===== config.mk =====
export PLATFORM = sky130hd
export DESIGN_NAME = uart_frame_tx
export DESIGN_NICKNAME = d
export VERILOG_FILES = /design/src/rtl/uart_pkg.sv /design/src/rtl/uart_byte_tx.sv /design/src/rtl/uart_frame_tx.sv
export SDC_FILE = /design/constraint.sdc
export NUM_CORES = 1
export LEC_CHECK = 0
export ABC_AREA = 1
export BUFFER_PORTS_ARGS = -buffer_cell sky130_fd_sc_hd__buf_2
export CAP_MARGIN = 15
export CORE_MARGIN = 3
export CORE_UTILIZATION = 53
export CTS_CLUSTER_DIAMETER = 120
export DETAILED_ROUTE_END_ITERATION = 10
export PLACE_DENSITY_LB_ADDON = 0.1
export SYNTH_ARGS = -nofsm -noshare
export SYNTH_HDL_FRONTEND = slang
export SYNTH_SLANG_ARGS = --single-unit
export TNS_END_PERCENT = 20

===== constraint.sdc =====
create_clock -name clock -period 1.8 [get_ports clock]
set_input_delay 0.27 -clock clock [delete_from_list [all_inputs] [get_ports clock]]
set_output_delay 0.27 -clock clock [all_outputs]
set_load 0.01 [all_outputs]

===== src/rtl/uart_pkg.sv =====
// uart_pkg: shared definitions for the UART transmit path.
//   uart_state_t              - character FSM states (IDLE, START, DATA, STOP)
//   UART_DEFAULT_CLKS_PER_BIT - 115200 baud from a 100 MHz clock
//   UART_LINE_IDLE            - level of the line between characters
//   UART_START_LEVEL          - level of the start bit
package uart_pkg;

  typedef enum logic [1:0] {
    ST_IDLE  = 2'd0,
    ST_START = 2'd1,
    ST_DATA  = 2'd2,
    ST_STOP  = 2'd3
  } uart_state_t;

  localparam int   UART_DEFAULT_CLKS_PER_BIT = 868;
  localparam logic UART_LINE_IDLE            = 1'b1;
  localparam logic UART_START_LEVEL          = 1'b0;

endpackage


===== src/rtl/uart_byte_tx.sv =====
// uart_byte_tx: serialises one 8N1 character.
//   clock, reset : system clock, synchronous active-high reset
//   i_start      : load i_byte; honoured when idle or in the last stop-bit cycle
//   i_byte       : character to send
//   o_serial     : registered line output, idle high
//   o_done       : high during the last cycle of the stop bit (combinational)
// Because o_done is asserted in the final stop-bit cycle, a caller that
// answers it with i_start gets the next start bit with no idle gap.
module uart_byte_tx
  import uart_pkg::*;
#(
  parameter int CLKS_PER_BIT = UART_DEFAULT_CLKS_PER_BIT
) (
  input  logic       clock,
  input  logic       reset,
  input  logic       i_start,
  input  logic [7:0] i_byte,
  output logic       o_serial,
  output logic       o_done
);

  localparam int            CW       = (CLKS_PER_BIT > 1) ? $clog2(CLKS_PER_BIT) : 1;
  localparam logic [CW-1:0] LAST_CLK = CW'(CLKS_PER_BIT - 1);

  uart_state_t   state;
  logic [CW-1:0] clk_cnt;
  logic [2:0]    bit_idx;
  logic [7:0]    shift;
  logic          bit_end;
  logic          load;

  assign bit_end = (clk_cnt == LAST_CLK);
  assign o_done  = (state == ST_STOP) && bit_end;
  assign load    = i_start && ((state == ST_IDLE) || o_done);

  always_ff @(posedge clock) begin
    if (reset) begin
      state    <= ST_IDLE;
      clk_cnt  <= '0;
      bit_idx  <= '0;
      shift    <= '0;
      o_serial <= UART_LINE_IDLE;
    end else if (load) begin
      state    <= ST_START;
      clk_cnt  <= '0;
      bit_idx  <= '0;
      shift    <= i_byte;
      o_serial <= UART_START_LEVEL;
    end else begin
      case (state)
        ST_IDLE: begin
          o_serial <= UART_LINE_IDLE;
        end
        ST_START: begin
          if (bit_end) begin
            clk_cnt  <= '0;
            bit_idx  <= '0;
            state    <= ST_DATA;
            o_serial <= shift[0];
          end else begin
            clk_cnt <= clk_cnt + 1'b1;
          end
        end
        ST_DATA: begin
          if (bit_end) begin
            clk_cnt <= '0;
            if (bit_idx == 3'd7) begin
              state    <= ST_STOP;
              o_serial <= UART_LINE_IDLE;
            end else begin
              // shift[1] becomes the next bit once the register shifts right
              bit_idx  <= bit_idx + 1'b1;
              shift    <= {1'b0, shift[7:1]};
              o_serial <= shift[1];
            end
          end else begin
            clk_cnt <= clk_cnt + 1'b1;
          end
        end
        ST_STOP: begin
          if (bit_end) begin
            clk_cnt <= '0;
            state   <= ST_IDLE;
          end else begin
            clk_cnt <= clk_cnt + 1'b1;
          end
        end
        default: begin
          state <= ST_IDLE;
        end
      endcase
    end
  end

endmodule


===== src/rtl/uart_frame_tx.sv =====
// uart_frame_tx: sends a 1..MAX_BYTES-byte word as back-to-back 8N1
// characters, with selectable byte order and an optional checksum character.
//   clock, reset : system clock, synchronous active-high reset
//   i_valid      : frame request
//   o_ready      : block can accept a frame
//   i_data       : payload, byte k = i_data[8k+7:8k]
//   i_num_bytes  : payload length N (legal 1..MAX_BYTES)
//   o_serial     : UART line, idle high
//   o_busy       : frame in progress
//   o_done       : one-cycle pulse when the last stop bit has ended
//   o_error      : one-cycle pulse when a request with illegal N was accepted
//
// Handshake: a request transfers on every rising edge where i_valid and
// o_ready are both high; i_data/i_num_bytes are captured on that edge and
// ignored afterwards. o_ready never depends on i_valid. A request with an
// illegal length is consumed (o_error) without leaving the ready state.
module uart_frame_tx
  import uart_pkg::*;
#(
  parameter int CLKS_PER_BIT = UART_DEFAULT_CLKS_PER_BIT,
  parameter int MAX_BYTES    = 4,
  parameter int MSB_FIRST    = 1,
  parameter int CHECKSUM_EN  = 0
) (
  input  logic                           clock,
  input  logic                           reset,
  input  logic                           i_valid,
  output logic                           o_ready,
  input  logic [8*MAX_BYTES-1:0]         i_data,
  input  logic [$clog2(MAX_BYTES+1)-1:0] i_num_bytes,
  output logic                           o_serial,
  output logic                           o_busy,
  output logic                           o_done,
  output logic                           o_error
);

  localparam int            NW    = $clog2(MAX_BYTES + 1);
  localparam logic [NW-1:0] MAX_N = NW'(MAX_BYTES);

  logic [8*MAX_BYTES-1:0] frame_data;
  logic [NW-1:0]          frame_n;
  logic [NW-1:0]          sent_cnt;
  logic [7:0]             chk_sum;
  logic                   chk_sent;
  logic                   busy_q;
  logic                   ready_q;
  logic                   done_q;
  logic                   error_q;

  logic                   accept;
  logic                   len_bad;
  logic [NW-1:0]          first_idx;
  logic [NW-1:0]          next_idx;
  logic [7:0]             first_byte;
  logic [7:0]             next_byte;
  logic                   more_payload;
  logic                   chk_pending;
  logic                   tx_start;
  logic [7:0]             tx_byte;
  logic                   byte_done;

  function automatic logic [7:0] byte_at(input logic [8*MAX_BYTES-1:0] d,
                                         input logic [NW-1:0]          idx);
    logic [7:0] b;
    b = '0;
    for (int k = 0; k < MAX_BYTES; k++) begin
      if (idx == NW'(k)) b = d[8*k +: 8];
    end
    return b;
  endfunction

  // Ready is held low through reset and rises on the first edge after it.
  assign o_ready = ready_q & ~reset;
  assign o_busy  = busy_q;
  assign o_done  = done_q;
  assign o_error = error_q;

  assign accept  = i_valid && o_ready;
  assign len_bad = (i_num_bytes == '0) || (i_num_bytes > MAX_N);

  // The first character leaves straight from the request inputs so its start
  // bit is on the line in the cycle after acceptance.
  assign first_idx  = (MSB_FIRST != 0) ? (i_num_bytes - 1'b1) : '0;
  assign first_byte = byte_at(i_data, first_idx);

  // sent_cnt counts payload characters already handed to the serialiser.
  assign next_idx     = (MSB_FIRST != 0) ? (frame_n - 1'b1 - sent_cnt) : sent_cnt;
  assign next_byte    = byte_at(frame_data, next_idx);
  assign more_payload = (sent_cnt != frame_n);
  assign chk_pending  = (CHECKSUM_EN != 0) && !chk_sent;

  always_comb begin
    tx_start = 1'b0;
    tx_byte  = first_byte;
    if (!busy_q) begin
      if (accept && !len_bad) tx_start = 1'b1;
    end else if (byte_done) begin
      if (more_payload) begin
        tx_start = 1'b1;
        tx_byte  = next_byte;
      end else if (chk_pending) begin
        tx_start = 1'b1;
        tx_byte  = chk_sum;
      end
    end
  end

  always_ff @(posedge clock) begin
    if (reset) begin
      frame_data <= '0;
      frame_n    <= '0;
      sent_cnt   <= '0;
      chk_sum    <= '0;
      chk_sent   <= 1'b0;
      busy_q     <= 1'b0;
      ready_q    <= 1'b0;
      done_q     <= 1'b0;
      error_q    <= 1'b0;
    end else begin
      done_q  <= 1'b0;
      error_q <= 1'b0;
      if (!busy_q) begin
        ready_q <= 1'b1;
        if (accept) begin
          if (len_bad) begin
            error_q <= 1'b1;
          end else begin
            busy_q     <= 1'b1;
            ready_q    <= 1'b0;
            frame_data <= i_data;
            frame_n    <= i_num_bytes;
            sent_cnt   <= NW'(1);
            chk_sum    <= first_byte;
            chk_sent   <= 1'b0;
          end
        end
      end else if (byte_done) begin
        // Zero-time NEXT decision at the end of each stop bit.
        if (more_payload) begin
          sent_cnt <= sent_cnt + 1'b1;
          chk_sum  <= chk_sum + next_byte;
        end else if (chk_pending) begin
          chk_sent <= 1'b1;
        end else begin
          busy_q  <= 1'b0;
          ready_q <= 1'b1;
          done_q  <= 1'b1;
        end
      end
    end
  end

  uart_byte_tx #(
    .CLKS_PER_BIT(CLKS_PER_BIT)
  ) u_byte_tx (
    .clock   (clock),
    .reset   (reset),
    .i_start (tx_start),
    .i_byte  (tx_byte),
    .o_serial(o_serial),
    .o_done  (byte_done)
  );

endmodule


==> reports/metrics.csv <==
metric;value;unit
outcome;finished with violations;
violations;negative setup slack;
syn_area_per_cell;7.031;µm²
crit_chain;inv_2 -> ha_4 -> fa_2 -> inv_2 -> nor2_4 -> nand3_2 -> nand3_2 -> o21ai_2 -> nand2_1 -> nand2_1 -> a21oi_2;
fin_crit_sh;107.3;%
skew;0.01424;ns
power_switching;0.001372;W
crit_cells;11;
ys_ff_latch;66;
n_antenna_cell;0;
overflow;0;
wirelength;9.289;mm
synth-main-ff-cell;dfxtp_1;
clkTransAtPathRegs;0.07;ns
path_class;reg -> reg;
ys_warn_count;0;
ys_seq_area_share;37.07;%
worstMarginPinSlew;0.3968;ns
crit_family;adder cells;
end_kind;flip-flop;
clock_power_share;34.2;%
cts_tree;built;
vias_per_cell;5.374;
ys_types;43;
crit_path_start_kind;flip-flop;
hold_viol_final;0;
drc;0;
grt_pass1_vias;3394;
p_comb_share;27.8;%
place_ws;-0.1579;ns
synth_area;3565;µm²
htreeDepth;3;
die_w;88.01;µm
p_seq_share;38.0;%
syn_inst;507;
slew_viol_final;0;
dr.pass1.iters;5;
crit_path_max_fanout;6;
power.share.switching;31.72;%
grt_pass1_wl;15.15;mm
final_antenna_net_count;0;
slowest_stage;fa_2;
whs;0.1537;ns
grt_max_degree;44;
cts_inserted_buffers;9;
setup_violations;8;
synth_fp_nets;557;
fp.dieArea;7746;µm²
port_buffers;42;
synth_top_area_share;37.07;%
track_usage;24.95;%
worst_slack;-0.1315;ns
powerDensity;970.4;nW/µm²
vias;3547;
fmax;0.5177;GHz
r2r_slack;-0.13;ns
max-cap-violations;0;
clock-sinks;66;
drtIter0Drc;157;
num_io_pins;43;
detail_route.wl_per_cell;14.07;µm
nFillCells;527;
hold_class;in -> reg;
initial_utilization;55.50;%
dp_hpwl;6.584;mm
r2r_cells;11;
synth_top_area_cell;dfxtp_1;
setup_tns;-0.6788;ns
critPathLaunch;sent_cnt[0]$_SDFFE_PP0P_;
antenna_found_initial;0;
core-area;6422;µm²
clk_latency;0.36;ns
arrival;2.22;ns
async_reset_ff_share;0;%
crit_buf_inv;2;
stdcell_area;4459;µm²
dieHeight;88.01;µm
hold_buffers;0;
cts.root.buffer_cell;clkbuf_8;
rsz0062_at_grt;true;
rows;29;
critPathMaxStageDelay;0.66;ns
peakVddDrop;540.9;µV
synth_edf_count;0;
area_delta_synth_final;25.10;%
worstPathRequired;2.09;ns
placed_area;4045;µm²
period_needed;1.932;ns
worst_r2r_startpoint;sent_cnt[0]$_SDFFE_PP0P_;
p_total;0.004327;W
layout-drive-gt1-share;29.16;%
maxSlewHeadroom;73.55;%
place.gp.congestion;0.9275;
leakage;1.913;nW
nNetsFinal;628;
clock_path_buffers;2;
timing.rr.end;u_byte_tx.shift[6]$_SDFFE_PP0P_;
crit_end;u_byte_tx.shift[6]$_SDFFE_PP0P_;
synth_area_leaders;dfxtp_1 37%, nand2_1 10%, nor2_1 7.8%;
p_int;0.002955;W
## stage by stage
step	util (%)	std cells
2_1_floorplan	-	507
3_3_place_gp	62.98	643
3_5_place_dp	62.98	643
4_1_cts	67.56	659
5_1_grt	69.43	660
6_report	69.43	660
## routing by layer
layer	share of wire [%]	GRT usage [%]
met4	2.7	11.40
met2	48	42.26
met3	5.6	5.456
met5	0	0
met1	43	30.22
## registers in the layout, indices dropped and copies added, names as in the netlist
signal	count
o_done	1
u_byte_tx.clk_cnt	10
u_byte_tx.bit_idx	3
u_byte_tx.state	2
u_byte_tx.shift	8
o_busy	1
frame_n	3
u_byte_tx.o_serial	1
ready_q	1
sent_cnt	3
o_error	1
frame_data	32
## power groups by stage
stage	clock, W	sequential [W]	combinational, W
CTS	0.00150	0.00164	0.00114
detailed placement	0	0.00167	0.00110
floorplan	0	0.00166	0.000760
global placement	0	0.00167	0.00108
global route	0.00157	0.00165	0.00137
finish	0.00148	0.00165	0.00120
## Yosys cell counts (2+ instances only)
master / instances
nor2_1: 74
nor2_4: 4
inv_2: 10
o21ai_1: 8
dfxtp_1: 66
nand3_2: 2
nand3_1: 40
nand2_2: 6
nor2_2: 8
o21ai_0: 49
nand2_1: 97
or2_2: 2
o22ai_1: 5
a21oi_1: 28
buf_2: 7
a31oi_1: 2
clkbuf_1: 4
nor3_2: 6
nand4_1: 7
buf_6: 2
xnor2_1: 2
ha_1: 11
o21ai_2: 2
nor3_1: 3
o211ai_1: 3
nand2_4: 2
inv_1: 41
## area by class of cell
class,instances,area [µm²],share of cell area [%]
tap,77,96.34,2.160
multi-input combinational,373,2098,47.05
inverter,53,203.9,4.574
timing repair buffer,75,494.2,11.08
sequential,66,1329,29.80
clock buffer,12,165.2,3.704
clock inverter,4,72.57,1.627
## cell usage in the layout (no fill, tap or decap), types with 5 or more instances in the layout
master | synthesis | final
nor2_4 | 4 | 9
a21oi_1 | 28 | 26
buf_2 | 7 | 42
nor2_1 | 74 | 71
inv_1 | 41 | 37
inv_2 | 10 | 13
dfxtp_2 | 0 | 6
clkbuf_8 | 0 | 12
nand3_2 | 2 | 9
o21ai_0 | 49 | 46
nand4_1 | 7 | 7
o22ai_1 | 5 | 5
o21ai_1 | 8 | 10
nand2_1 | 97 | 95
nand2_2 | 6 | 6
nor3_2 | 6 | 7
ha_1 | 11 | 8
dfxtp_1 | 66 | 60
buf_4 | 1 | 28
nor2_2 | 8 | 6
nand3_1 | 40 | 33
## worst reg2reg max path, cell delays in order (launching register included)
cell     delay, ns
dfxtp_2       0.34
inv_2         0.05
ha_4          0.15
fa_2          0.66
inv_2         0.08
nor2_4        0.13
nand3_2       0.10
nand3_2       0.09
o21ai_2       0.05
nand2_1       0.06
nand2_1       0.06
a21oi_2       0.12
## how the worst min path moves through the flow
stage,from,cells after the start,to
floorplan,i_data[20],2,frame_data[20]$_SDFFE_PP0P_
global placement,u_byte_tx.bit_idx[1]$_SDFFE_PP0P_,2,u_byte_tx.bit_idx[1]$_SDFFE_PP0P_
detailed placement,u_byte_tx.bit_idx[1]$_SDFFE_PP0P_,2,u_byte_tx.bit_idx[1]$_SDFFE_PP0P_
CTS,i_data[21],3,frame_data[21]$_SDFFE_PP0P_
global route,i_data[20],3,frame_data[20]$_SDFFE_PP0P_
finish,i_data[21],3,frame_data[21]$_SDFFE_PP0P_
## logic make-up (layout without fill, tap and decap cells)
| group | count (synthesis) | after routing | synth area share [%] |
|---|---|---|---|
| AO/OA/AOI/OAI | 103 | 103 | 15.87 |
| flip-flops | 66 | 66 | 37.07 |
| buffers and inverters | 68 | 144 | 8.003 |
| XOR/XNOR | 3 | 3 | 0.7372 |
| adder cells (fa/ha/maj) | 12 | 12 | 4.423 |
| AND/OR/NAND/NOR | 255 | 255 | 33.91 |
## what timing repair did
action / 4_1_cts / 5_1_grt
setup buffers: 0 / 1
pin swaps: 4 / 10
cloned: 0 / 0
endpoints found under the setup margin: 12 / 18
resized for setup: 16 / 30
Note: power is estimated with default switching activity, not from simulation.
